## src/rtl/pmux_ctrl_pkg.sv

```systemverilog
// pmux_ctrl_pkg: function codes, register map and FSM states shared by the port-A pin-mux control path
package pmux_ctrl_pkg;
    localparam logic [1:0] FN_GPIO = 2'd0;
    localparam logic [1:0] FN_TX   = 2'd1;
    localparam logic [1:0] FN_RX   = 2'd2;
    localparam logic [1:0] FN_HIZ  = 2'd3;
    localparam logic [1:0] REG_FSEL   = 2'd0;
    localparam logic [1:0] REG_STATUS = 2'd1;
    localparam logic [1:0] REG_LOCK   = 2'd2;
    localparam logic [1:0] REG_GUARD  = 2'd3;
    typedef enum logic [1:0] {ST_IDLE, ST_GUARD, ST_APPLY} state_t;
endpackage

```

## src/rtl/pmux_ctrl_if.sv

```systemverilog
// pmux_ctrl_if: nanorv32 peripheral bus slice between the CPU and the pin-mux controller
interface pmux_ctrl_if;
    logic        cpu_pmux_req;
    logic        cpu_pmux_we;
    logic [3:0]  cpu_pmux_addr;
    logic [31:0] cpu_pmux_wdata;
    logic [31:0] pmux_cpu_rdata;
    logic        pmux_cpu_ready;
    modport master (output cpu_pmux_req, cpu_pmux_we, cpu_pmux_addr, cpu_pmux_wdata,
                    input pmux_cpu_rdata, pmux_cpu_ready);
    modport slave  (input cpu_pmux_req, cpu_pmux_we, cpu_pmux_addr, cpu_pmux_wdata,
                    output pmux_cpu_rdata, pmux_cpu_ready);
endinterface

```

## src/rtl/pmux_ctrl_prio_enc.sv

```systemverilog
// pmux_prio_enc: lowest-set-bit encoder, index plus valid
module pmux_prio_enc #(
    parameter int W = 16
) (
    input  logic [W-1:0] i_vec,
    output logic [3:0]   o_idx,
    output logic         o_valid
);
    always_comb begin
        o_idx = '0;
        for (int k = W - 1; k >= 0; k--) if (i_vec[k]) o_idx = 4'(k);
    end
    assign o_valid = |i_vec;
endmodule

```

## src/rtl/pmux_ctrl.sv

```systemverilog
// pmux_ctrl: port-A pin-function controller; CPU-visible selects applied one pin at a time
// through isolate (hi-Z), guard delay, apply.
module pmux_ctrl
    import pmux_ctrl_pkg::*;
#(
    parameter int         CHIP_PORT_A_WIDTH = 16,
    parameter logic [7:0] RESET_GUARD       = 8'd4
) (
    input  logic                           clk,
    input  logic                           rst,
    pmux_ctrl_if.slave                     bus,
    output logic [2*CHIP_PORT_A_WIDTH-1:0] ctrl_pmux_fsel,
    output logic [CHIP_PORT_A_WIDTH-1:0]   ctrl_pmux_tx_sel,
    output logic [CHIP_PORT_A_WIDTH-1:0]   ctrl_pmux_rx_sel,
    output logic                           ctrl_busy
);
    localparam int W = CHIP_PORT_A_WIDTH;

    logic [2*W-1:0] r_req, r_app, w_app_nx;
    logic [7:0]     r_guard, r_cnt, w_cnt_nx;
    logic [3:0]     r_idx, w_idx_nx;
    logic           r_lock, r_lock_err;
    logic [31:0]    r_rdata, w_rd_val;
    state_t         r_state, w_state_nx;
    logic [W-1:0]   w_pending, w_req_tx, w_req_rx, w_app_tx, w_app_rx;
    logic [3:0]     w_pidx, w_tx_idx, w_rx_idx;
    logic           w_pvalid, w_tx_v, w_rx_v, w_tx_conflict, w_rx_conflict;
    logic           w_wr, w_rd, w_cfg_wr, w_lock_viol;
    logic [1:0]     w_sel;
    logic           w_unused;

    assign w_sel       = bus.cpu_pmux_addr[3:2];
    assign w_wr        = bus.cpu_pmux_req && bus.cpu_pmux_we;
    assign w_rd        = bus.cpu_pmux_req && !bus.cpu_pmux_we;
    assign w_cfg_wr    = w_wr && (w_sel == REG_FSEL || w_sel == REG_GUARD);
    assign w_lock_viol = w_cfg_wr && r_lock;
    assign w_unused    = &{1'b0, bus.cpu_pmux_addr[1:0], bus.cpu_pmux_wdata, w_tx_v, w_rx_v};

    for (genvar g = 0; g < W; g++) begin : g_pin
        assign w_pending[g] = r_req[2*g+:2] != r_app[2*g+:2];
        assign w_req_tx[g]  = r_req[2*g+:2] == FN_TX;
        assign w_req_rx[g]  = r_req[2*g+:2] == FN_RX;
        assign w_app_tx[g]  = r_app[2*g+:2] == FN_TX;
        assign w_app_rx[g]  = r_app[2*g+:2] == FN_RX;
        assign ctrl_pmux_tx_sel[g] = w_app_tx[g] && w_tx_idx == 4'(g);
        assign ctrl_pmux_rx_sel[g] = w_app_rx[g] && w_rx_idx == 4'(g);
        // losing owners of a shared UART function are isolated rather than driven
        assign ctrl_pmux_fsel[2*g+:2] = (w_app_tx[g] && !ctrl_pmux_tx_sel[g]) ||
                                        (w_app_rx[g] && !ctrl_pmux_rx_sel[g]) ? FN_HIZ : r_app[2*g+:2];
    end

    pmux_prio_enc #(.W(W)) u_pend (.i_vec(w_pending), .o_idx(w_pidx),   .o_valid(w_pvalid));
    pmux_prio_enc #(.W(W)) u_tx   (.i_vec(w_app_tx),  .o_idx(w_tx_idx), .o_valid(w_tx_v));
    pmux_prio_enc #(.W(W)) u_rx   (.i_vec(w_app_rx),  .o_idx(w_rx_idx), .o_valid(w_rx_v));

    assign w_tx_conflict = |(w_req_tx & (w_req_tx - W'(1)));
    assign w_rx_conflict = |(w_req_rx & (w_req_rx - W'(1)));
    assign ctrl_busy     = w_pvalid || r_state != ST_IDLE;
    assign bus.pmux_cpu_ready = 1'b1;
    assign bus.pmux_cpu_rdata = r_rdata;

    assign w_rd_val = w_sel == REG_FSEL   ? 32'(r_req) :
                      w_sel == REG_STATUS ? {16'(w_pending), 12'd0, r_lock_err, w_rx_conflict, w_tx_conflict, ctrl_busy} :
                      w_sel == REG_LOCK   ? {31'd0, r_lock} : {24'd0, r_guard};

    always_ff @(posedge clk or posedge rst) begin
        if (rst) begin
            r_req      <= '0;
            r_guard    <= RESET_GUARD;
            r_lock     <= 1'b0;
            r_lock_err <= 1'b0;
            r_rdata    <= '0;
        end else begin
            if (w_wr && w_sel == REG_FSEL && !r_lock) r_req <= bus.cpu_pmux_wdata[2*W-1:0];
            if (w_wr && w_sel == REG_GUARD && !r_lock) r_guard <= bus.cpu_pmux_wdata[7:0];
            if (w_wr && w_sel == REG_LOCK && bus.cpu_pmux_wdata[0]) r_lock <= 1'b1;
            if (w_lock_viol) r_lock_err <= 1'b1;
            else if (w_wr && w_sel == REG_STATUS && bus.cpu_pmux_wdata[3]) r_lock_err <= 1'b0;
            if (w_rd) r_rdata <= w_rd_val;
        end
    end

    always_ff @(posedge clk or posedge rst) begin
        if (rst) begin
            r_state <= ST_IDLE;
            r_cnt   <= '0;
            r_idx   <= '0;
            r_app   <= '0;
        end else begin
            r_state <= w_state_nx;
            r_cnt   <= w_cnt_nx;
            r_idx   <= w_idx_nx;
            r_app   <= w_app_nx;
        end
    end

    always_comb begin
        w_state_nx = r_state;
        w_cnt_nx   = r_cnt;
        w_idx_nx   = r_idx;
        w_app_nx   = r_app;
        case (r_state)
            ST_IDLE: if (w_pvalid) begin
                w_idx_nx               = w_pidx;
                w_app_nx[2*w_pidx+:2]  = FN_HIZ;
                w_cnt_nx               = r_guard;
                w_state_nx             = ST_GUARD;
            end
            ST_GUARD: if (r_cnt == 8'd0) w_state_nx = ST_APPLY;
                      else w_cnt_nx = r_cnt - 8'd1;
            ST_APPLY: begin
                w_app_nx[2*r_idx+:2] = r_req[2*r_idx+:2];
                w_state_nx           = ST_IDLE;
            end
            default: w_state_nx = ST_IDLE;
        endcase
    end
endmodule

```

## src/flat_wrapper.sv

```systemverilog
// flat-port wrapper written by rule: the top's interface ports become plain ports
module pmux_ctrl_flat import pmux_ctrl_pkg::*;
#(
    parameter int         CHIP_PORT_A_WIDTH = 16,
    parameter logic [7:0] RESET_GUARD       = 8'd4
)
  (clk, rst, ctrl_pmux_fsel, ctrl_pmux_tx_sel, ctrl_pmux_rx_sel, ctrl_busy, bus_cpu_pmux_req, bus_cpu_pmux_we, bus_cpu_pmux_addr, bus_cpu_pmux_wdata, bus_pmux_cpu_rdata, bus_pmux_cpu_ready);
  pmux_ctrl_if bus_i ();
  input  logic clk;
  input  logic rst;
  output logic [2*CHIP_PORT_A_WIDTH-1:0] ctrl_pmux_fsel;
  output logic [CHIP_PORT_A_WIDTH-1:0] ctrl_pmux_tx_sel;
  output logic [CHIP_PORT_A_WIDTH-1:0] ctrl_pmux_rx_sel;
  output logic ctrl_busy;
  input wire logic [$bits(bus_i.cpu_pmux_req)-1:0] bus_cpu_pmux_req;
  input wire logic [$bits(bus_i.cpu_pmux_we)-1:0] bus_cpu_pmux_we;
  input wire logic [$bits(bus_i.cpu_pmux_addr)-1:0] bus_cpu_pmux_addr;
  input wire logic [$bits(bus_i.cpu_pmux_wdata)-1:0] bus_cpu_pmux_wdata;
  output wire logic [$bits(bus_i.pmux_cpu_rdata)-1:0] bus_pmux_cpu_rdata;
  output wire logic [$bits(bus_i.pmux_cpu_ready)-1:0] bus_pmux_cpu_ready;
  assign bus_i.cpu_pmux_req = bus_cpu_pmux_req;
  assign bus_i.cpu_pmux_we = bus_cpu_pmux_we;
  assign bus_i.cpu_pmux_addr = bus_cpu_pmux_addr;
  assign bus_i.cpu_pmux_wdata = bus_cpu_pmux_wdata;
  assign bus_pmux_cpu_rdata = bus_i.pmux_cpu_rdata;
  assign bus_pmux_cpu_ready = bus_i.pmux_cpu_ready;
  pmux_ctrl #(.CHIP_PORT_A_WIDTH(CHIP_PORT_A_WIDTH), .RESET_GUARD(RESET_GUARD)) u_core (.clk(clk), .rst(rst), .bus(bus_i), .ctrl_pmux_fsel(ctrl_pmux_fsel), .ctrl_pmux_tx_sel(ctrl_pmux_tx_sel), .ctrl_pmux_rx_sel(ctrl_pmux_rx_sel), .ctrl_busy(ctrl_busy));
endmodule
```

## config.mk

```make
export PLATFORM = sky130hd
export DESIGN_NAME = pmux_ctrl_flat
export DESIGN_NICKNAME = d
export VERILOG_FILES = /design/src/rtl/pmux_ctrl_pkg.sv /design/src/rtl/pmux_ctrl_if.sv /design/src/rtl/pmux_ctrl_prio_enc.sv /design/src/rtl/pmux_ctrl.sv /design/src/flat_wrapper.sv
export SDC_FILE = /design/constraint.sdc
export NUM_CORES = 1
export LEC_CHECK = 0
export ABC_AREA = 1
export CORE_MARGIN = 4
export CORE_UTILIZATION = 39
export CTS_CLUSTER_DIAMETER = 60
export CTS_CLUSTER_SIZE = 40
export DETAILED_ROUTE_END_ITERATION = 6
export GPL_ROUTABILITY_DRIVEN = 0
export GPL_TIMING_DRIVEN = 0
export SLEW_MARGIN = 0
export SYNTH_ARGS = -nofsm -noshare
export SYNTH_HDL_FRONTEND = slang
export SYNTH_SLANG_ARGS = --single-unit
```

## constraint.sdc

```tcl
create_clock -name clk -period 12.24 [get_ports clk]
set_clock_uncertainty 0.15 [all_clocks]
set_input_delay 2.448 -clock clk [delete_from_list [all_inputs] [get_ports clk]]
set_output_delay 2.448 -clock clk [all_outputs]
set_load 0.02 [all_outputs]
```

After elaboration in Yosys (flattened, before gate mapping)
Index checks and enable logic that the tools add are counted.
- word-level logic and storage cells: 362
- input bits: 40
- flip-flop bits (word level): 120
- output and inout port bits: 98
- reduce and logical (&&, ||, !) cells: 144
- add/sub/neg operators: 5
- bitwise operators: 2
- shift-type cells: 5
- equality and inequality tests: 118
- multiplexer cells: 79
- operators with widths (kind ; count):
    $mux W4 ; 48
    $mux W32 ; 3
    $logic_and A1 B1 Y1 ; 76
    $eq A2 B2 Y1 const B ; 35
    $eq A2 B1 Y1 const B ; 34
    $neg A5 Y34 ; 2
    $shift A2 B34 Y32 const A ; 2
    $bwmux W32 ; 2
    $eq A4 B4 Y1 const B ; 16
    $pmux W32 S2 ; 1
    $reduce_or A16 Y1 ; 3
    $mux W2 ; 18
    $logic_not A1 Y1 ; 34
    $shiftx A2 B34 Y32 ; 1
    $shiftx A2 B34 Y32 const A ; 1
    $and A16 B16 Y16 ; 2
    $eq A4 B3 Y1 const B ; 8
    $ne A2 B2 Y1 ; 16
    $shiftx A32 B6 Y2 ; 1
    $sub A16 B1 Y16 const B ; 2
    $mux W8 ; 3
    $logic_or A1 B1 Y1 ; 18
    $eq A4 B2 Y1 const B ; 4
    $pmux W8 S2 ; 1
    12 further kinds ; 22

Depth between registers and ports, before layout
Gate-level depths: netlist of the first run.
- word-level depth: 23
- mapped depth: 32

Hierarchy
A second synthesis of the first run with hierarchy kept.
- cell total of the unflattened synthesis: 1410
- area, all modules: 8978.6 um2
- by module, submodules not included (module ; instances ; sequential area each (um2) ; cells each ; area each (um2)):
    pmux_ctrl ; 1 ; 3004.1 ; 1263 ; 8351.8
    pmux_prio_enc ; 3 ; 0.0 ; 49 ; 209.0

Worst setup path before layout of the first run
No wires, ideal clock.
- kind: reg-to-output
- start: register u_core.r_app[27]
- end: output port ctrl_pmux_fsel[10]
- setup slack: 7.441 ns
- data required time: 9.642 ns
- cell stages (with the launch flop): 18
- arrival time: 2.201 ns
- path through: dfrtp_1 > inv_1 > nor2_1 > a21oi_1 > o21ai_0 > nand2_1 > nand2_1 > nand2_1 > nand2_1 > nand2_1 > a21boi_0 > o21ai_0 > a21oi_1 > o21ai_0 > nor2_1 > o22ai_1 > inv_1 > nand2_1
- word-level cells in the longest chain between the ends: 21
- elaborated cells between the ends (all ways): 40
- classes of those cells: eq/ne: 4; mux: 29; reduce/logical: 7
- ends and longest elaborated chain (item ; RTL line ; RTL):
    start: declaration ; pmux_ctrl.sv:19 ; logic [2*W-1:0] r_req, r_app, w_app_nx;
    start signal: assignment ; pmux_ctrl.sv:93 ; r_app <= w_app_nx;
    $eq A2 B2 Y1 ; pmux_ctrl.sv:44 ; assign w_app_rx[g] = r_app[2*g+:2] == FN_RX;
    $mux W4 (14 in a row) ; pmux_ctrl_prio_enc.sv:11 ; for (int k = W - 1; k >= 0; k--) if (i_vec[k]) o_idx = 4'(k);
    $eq A4 B3 Y1 ; pmux_ctrl.sv:46 ; assign ctrl_pmux_rx_sel[g] = w_app_rx[g] && w_rx_idx == 4'(g);
    $logic_and A1 B1 Y1 ; pmux_ctrl.sv:46 ;
    named net ctrl_pmux_rx_sel[5] ; flat_wrapper.sv:13 ; output logic [CHIP_PORT_A_WIDTH-1:0] ctrl_pmux_rx_sel;
    $logic_not A1 Y1 ; pmux_ctrl.sv:49 ; (w_app_rx[g] && !ctrl_pmux_rx_sel[g]) ? FN_HIZ : r_app[2*g+:2];
    $logic_and A1 B1 Y1 ; pmux_ctrl.sv:49 ;
    $logic_or A1 B1 Y1 ; pmux_ctrl.sv:48 ; assign ctrl_pmux_fsel[2*g+:2] = (w_app_tx[g] && !ctrl_pmux_tx_sel[g]) ||
    $mux W2 ; pmux_ctrl.sv:49 ;
    end: declaration ; flat_wrapper.sv:11 ; output logic [2*CHIP_PORT_A_WIDTH-1:0] ctrl_pmux_fsel;
The timed path passes the listed nets, and every way through them passes these cells.

Final worst setup path of the first run
- start: register u_core.r_app[27]
- end: output port ctrl_pmux_fsel[10]
- word-level cells in the longest chain between the ends: 21
- elaborated cells between the ends (all ways): 40
- classes of those cells: eq/ne: 4; mux: 29; reduce/logical: 7
- ends and longest elaborated chain (item ; RTL line):
    $eq A2 B1 Y1 / $eq A2 B2 Y1 (equally long branches) ; pmux_ctrl.sv:43, pmux_ctrl.sv:44
    $mux W4 (14 in a row) ; pmux_ctrl_prio_enc.sv:11
    $eq A4 B3 Y1, on equally long branches ; pmux_ctrl.sv:45, pmux_ctrl.sv:46
    $logic_and A1 B1 Y1, on equally long branches ; pmux_ctrl.sv:45, pmux_ctrl.sv:46
    $logic_not A1 Y1, on equally long branches ; pmux_ctrl.sv:48, pmux_ctrl.sv:49
    $logic_and A1 B1 Y1, on equally long branches ; pmux_ctrl.sv:48, pmux_ctrl.sv:49
    $logic_or A1 B1 Y1 * ; pmux_ctrl.sv:48
    $mux W2 * ; pmux_ctrl.sv:49
Mark *: on every way between the ends. The rest lies on a longest branch, timed or not.

==> results.yml, run 1 <==
cells_and_area:
  share_of_final_layout_standard_cells_stronger_than_drive_strength_1: 0.0774
  ant_diodes: 0
  final.fill_count: 2241
  layout-area-overhead-vs-synth_pct: 26.4
  design.final.nets: 1514
synth:
  yosysSeqAreaShare: 0.347
  syn_area_per_cell_um2: 6.63
  async_flop_share: 1.00
  ys_warn_count: 0
  synth-main-ff-cell: "dfrtp_1"
  synthesis.instances: 1306
  mappedNetlistNets: 1360
  synth.ff_latch_count: 120
  synth_enable_flop_cells: 0
  yosysUniqueCellTypes: 62
  syn_area_mm2: 0.00866
setup_path:
  timing.critical_path.cells: "inv_1, nor2_1, a21oi_1, o21ai_0, nand2_1, nand2_1, nand2_1, nand2_1, nand2_1, a21boi_0, o21ai_0, a21oi_1, o21ai_0, nor2_1, o22ai_1, inv_1, nand2_1, clkdlybuf4s50_1"
  worst_path_largest_cell_delay_ps: 540
  crit_slowest_cell: "clkdlybuf4s50_1"
  timing.rr.start: "u_core.r_req[31]$_DFFE_PP0P_"
  cp_num_cells: 18
  worst-endpoint-required_ps: 9640
  regToRegSetupSlack_ps: 8390
  critical-path-top-delay-family: "compound AO/OA/AOI/OAI gates"
  critical_path.n_buffers_inverters: 3
  timing_worst_setup_path_type: "flop to primary output"
  critical_path_peak_fanout: 4
  arrival_ps: 3490
  startpoint: "u_core.r_app[27]$_DFFE_PP0P_"
  setup.worst_path.start_class: "flop"
  crit_path_end_kind: "primary output"
  cp_common_cell: "nand2_1"
  worst-r2r-cell-count: 29
global_route:
  grt_pass1_vias: 8568
  grt_start_max_net_pins: 96
  wire_length_of_the_first_global_routing_pass_mm: 47.6
  globalRouteTotalUtil: 0.248
  antenna_found_initial: 0
  grt_overflow_total: 0
hold_path:
  hold_class: "flop to flop"
  hp-start: "u_core.bus.pmux_cpu_rdata[22]$_DFFE_PP0P_"
  hold_depth: 2
floorplanning:
  row_count: 54
  initial_core_util: 0.397
  die_height_um: 157
  io_pins: 138
  core-area_mm2: 0.0218
  die_width_um: 157
  dieArea_mm2: 0.0247
clock_tree:
  h-tree-depth: 4
  postCtsSetupRepairBufs: 0
  cts.hold.buffers_added: 0
  cts.sinks: 120
  cts-root-buf: "clkbuf_16"
  clk-insertion-delay-late_ps: 430
  cts_max_path_buffers: 2
  clk_pin_slew_worst_paths_ps: 60
  cts_tree: "done"
  tritoncts.num_buffers: 17
  cts_resized: 0
route:
  drtIter0Drc: 685
  detail-route-antenna-nets: 0
  finalWirelength_mm: 30.6
  routed-via-count: 9320
  drc: 0
  route.detailed.vias_per_inst: 5.32
  detail_route.wl_per_cell_um: 17.5
  drt_pass1_iterations: 6
timing:
  final.setup.tns_ps: 0
  finalWorstPathRequiredPeriod_ps: 6090
  timing.fmax_mhz: 164
  unrepaired_setup_endpoints_after_global_routing: "false"
  worstMarginPinSlew_ps: 906
  hold_violations: 0
  period_share: 0.498
  max-slew-margin-rel: 0.394
  final_max_slew_viol_count: 0
  worst_slack_ps: 6150
  setup_violations: 0
job:
  maxCapViolations: 0
place:
  place.port_buffers: 134
  preCtsSetupSlack_ps: 6290
  detailed_place_hpwl_mm: 24.9
power:
  power.leakage_nw: 5.36
  powerDensity_mw_per_mm2: 178
  power.ir.vdd_worst_uv: 104
status:
  status: "completed"
-- synthesized netlist by cell type, types with 2 or more instances --
| cell | n | share of area |
|---|---|---|
| nor3_2 | 2 | 0.0023 |
| nor2_2 | 6 | 0.0043 |
| nor2_8 | 5 | 0.012 |
| o32ai_1 | 2 | 0.0020 |
| nand4_1 | 5 | 0.0036 |
| o311ai_0 | 2 | 0.0020 |
| nand2_1 | 395 | 0.17 |
| a22o_1 | 2 | 0.0020 |
| a2111oi_0 | 2 | 0.0020 |
| o2111ai_1 | 6 | 0.0061 |
| xnor2_1 | 11 | 0.011 |
| nor2_4 | 3 | 0.0039 |
| nor2_1 | 148 | 0.064 |
| inv_1 | 183 | 0.079 |
| o21ai_2 | 4 | 0.0040 |
| a22oi_1 | 16 | 0.014 |
| a21oi_2 | 4 | 0.0040 |
| nand3_1 | 55 | 0.032 |
| buf_2 | 4 | 0.0023 |
| a31oi_1 | 12 | 0.0087 |
| o211ai_1 | 4 | 0.0035 |
| a21oi_4 | 4 | 0.0075 |
| a21boi_1 | 4 | 0.0035 |
| o22ai_1 | 17 | 0.012 |
| ha_1 | 14 | 0.020 |
| o31ai_1 | 3 | 0.0026 |
| o21ai_0 | 79 | 0.046 |
| o21ai_1 | 10 | 0.0058 |
| dfrtp_1 | 119 | 0.34 |
| o21bai_1 | 3 | 0.0026 |
| clkbuf_1 | 23 | 0.010 |
| and3_1 | 12 | 0.0087 |
| a21boi_0 | 2 | 0.0017 |
| buf_1 | 2 | 0.00087 |
| o21a_1 | 2 | 0.0017 |
| a21oi_1 | 57 | 0.033 |
| nand2_2 | 8 | 0.0058 |
| nor3_1 | 18 | 0.010 |
| inv_2 | 25 | 0.011 |
| nand3_2 | 7 | 0.0081 |
| nand2b_1 | 2 | 0.0014 |
| nor4_1 | 3 | 0.0022 |
| nand4_2 | 2 | 0.0029 |
-- layout make-up --
class | count | area (um2) | share of cell area
multi-input combinational | 946 | 4750 | 0.434
sequential | 120 | 3000 | 0.274
timing repair buffer | 135 | 1370 | 0.125
inverter | 210 | 796 | 0.0727
clock buffer | 19 | 433 | 0.0396
tap | 280 | 350 | 0.0320
clock inverter | 13 | 126 | 0.0115
buffer | 30 | 121 | 0.0111
-- registers in the layout, summed over array words and instances (netlist names) --
name                       count
u_core.r_state                 2
u_core.r_app                  32
u_core.r_idx                   4
u_core.r_lock                  1
u_core.bus.pmux_cpu_rdata     32
u_core.r_lock_err              1
u_core.r_guard                 8
u_core.r_req                  32
u_core.r_cnt                   8
-- metrics by stage --
step / hold slack (ps) / total power, mW / utilization / instances / instance area (um2)
after detailed placement: 320 / 1.45 / 0.476 / 1721 / 10400
after CTS: 335 / 1.94 / 0.502 / 1753 / 10900
after global placement: 319 / 1.45 / 0.474 / 1720 / 10400
after global routing: 349 / 2.07 / 0.502 / 1753 / 10900
final: 331 / 1.95 / 0.502 / 1753 / 10900
after floorplan: 303 / 1.12 / - / 1306 / 8660
-- routing by layer --
metal / track usage / vias up / part of all wire
li1: - / 4501 / -
met1: 0.351 / 4376 / 0.44
met2: 0.400 / 389 / 0.47
met3: 0.0327 / 54 / 0.069
met4: 0.0701 / 0 / 0.025
met5: 0 / - / 0
-- worst reg2reg max path: cells and delay by family, from the launching register on --
| kind | cells | cell delay (ps) |
|---|---|---|
| adder cells (fa/ha/maj) | 1 | 290 |
| buffers and inverters | 2 | 230 |
| AND/OR/NAND/NOR | 24 | 2310 |
| flip-flops | 1 | 490 |
| AO/OA/AOI/OAI | 2 | 320 |
-- power breakdown --
group / total, mW / internal [mW] / switching, mW
clock: 0.486 / 0.281 / 0.205
sequential: 0.494 / 0.447 / 0.0472
combinational: 0.965 / 0.330 / 0.635
-- cells by family (layout without fill, tap and decap cells) --
kind of cell | count (synthesis) | count (layout) | share of synthesized area
buffers and inverters | 240 | 407 | 0.105
DFF | 120 | 120 | 0.347
and+or+nand+nor | 677 | 677 | 0.341
adders and majority gates | 15 | 15 | 0.0214
xor gates and xnor gates | 12 | 12 | 0.0143
other | 1 | 1 | 0.000433
AOI/OAI and AO/OA | 241 | 241 | 0.171
-- worst paths after layout --
check	endpoint
worst max-delay path	ctrl_pmux_fsel[10]
worst min-delay path	u_core.bus.pmux_cpu_rdata[22]$_DFFE_PP0P_
worst max register to register	u_core.r_app[27]$_DFFE_PP0P_
worst min register to register	u_core.bus.pmux_cpu_rdata[22]$_DFFE_PP0P_
max in group asynchronous	u_core.r_app[22]$_DFFE_PP0P_
min in group asynchronous	u_core.r_app[4]$_DFFE_PP0P_
-- placed cells by master, fill, tap and decap left out, types with 14 or more instances in the layout --
| cell | count |
|---|---|
| inv_1 | 182 |
| clkbuf_1 | 25 |
| clkdlybuf4s50_1 | 134 |
| dfrtp_1 | 119 |
| o22ai_1 | 17 |
| ha_1 | 14 |
| nand2_1 | 395 |
| nand3_1 | 55 |
| nor3_1 | 18 |
| a21oi_1 | 57 |
| inv_2 | 25 |
| clkbuf_16 | 17 |
| o21ai_0 | 79 |
| nor2_1 | 148 |
| a22oi_1 | 16 |
Note: power is estimated with default switching activity, not from simulation.
==> run 2, diff against run 1 <==
clock period = 6.3 ns   (was 12.24 ns; I/O delays follow)
==> results of run 2 <==
Same layout as run 1 (identical final DEF). Status: completed.
Main changes from that run: setup slack after placement 6290 ps -> 1540 ps; setup slack after layout 6150 ps -> 1400 ps; register-to-register setup slack 8390 ps -> 2450 ps; total power 1.95 mW -> 3.78 mW; worst IR drop on VDD 104 uV -> 203 uV
==> run 3, diff against run 2 <==
clock period = 5.14 ns   (was 6.3 ns; I/O delays follow)
==> results of run 3 <==
Same layout as run 1 (identical final DEF). Status: completed.
Main changes from that run: setup slack after placement 6290 ps -> 611 ps; setup slack after layout 6150 ps -> 470 ps; register-to-register setup slack 8390 ps -> 1290 ps; total power 1.95 mW -> 4.63 mW; worst IR drop on VDD 104 uV -> 249 uV
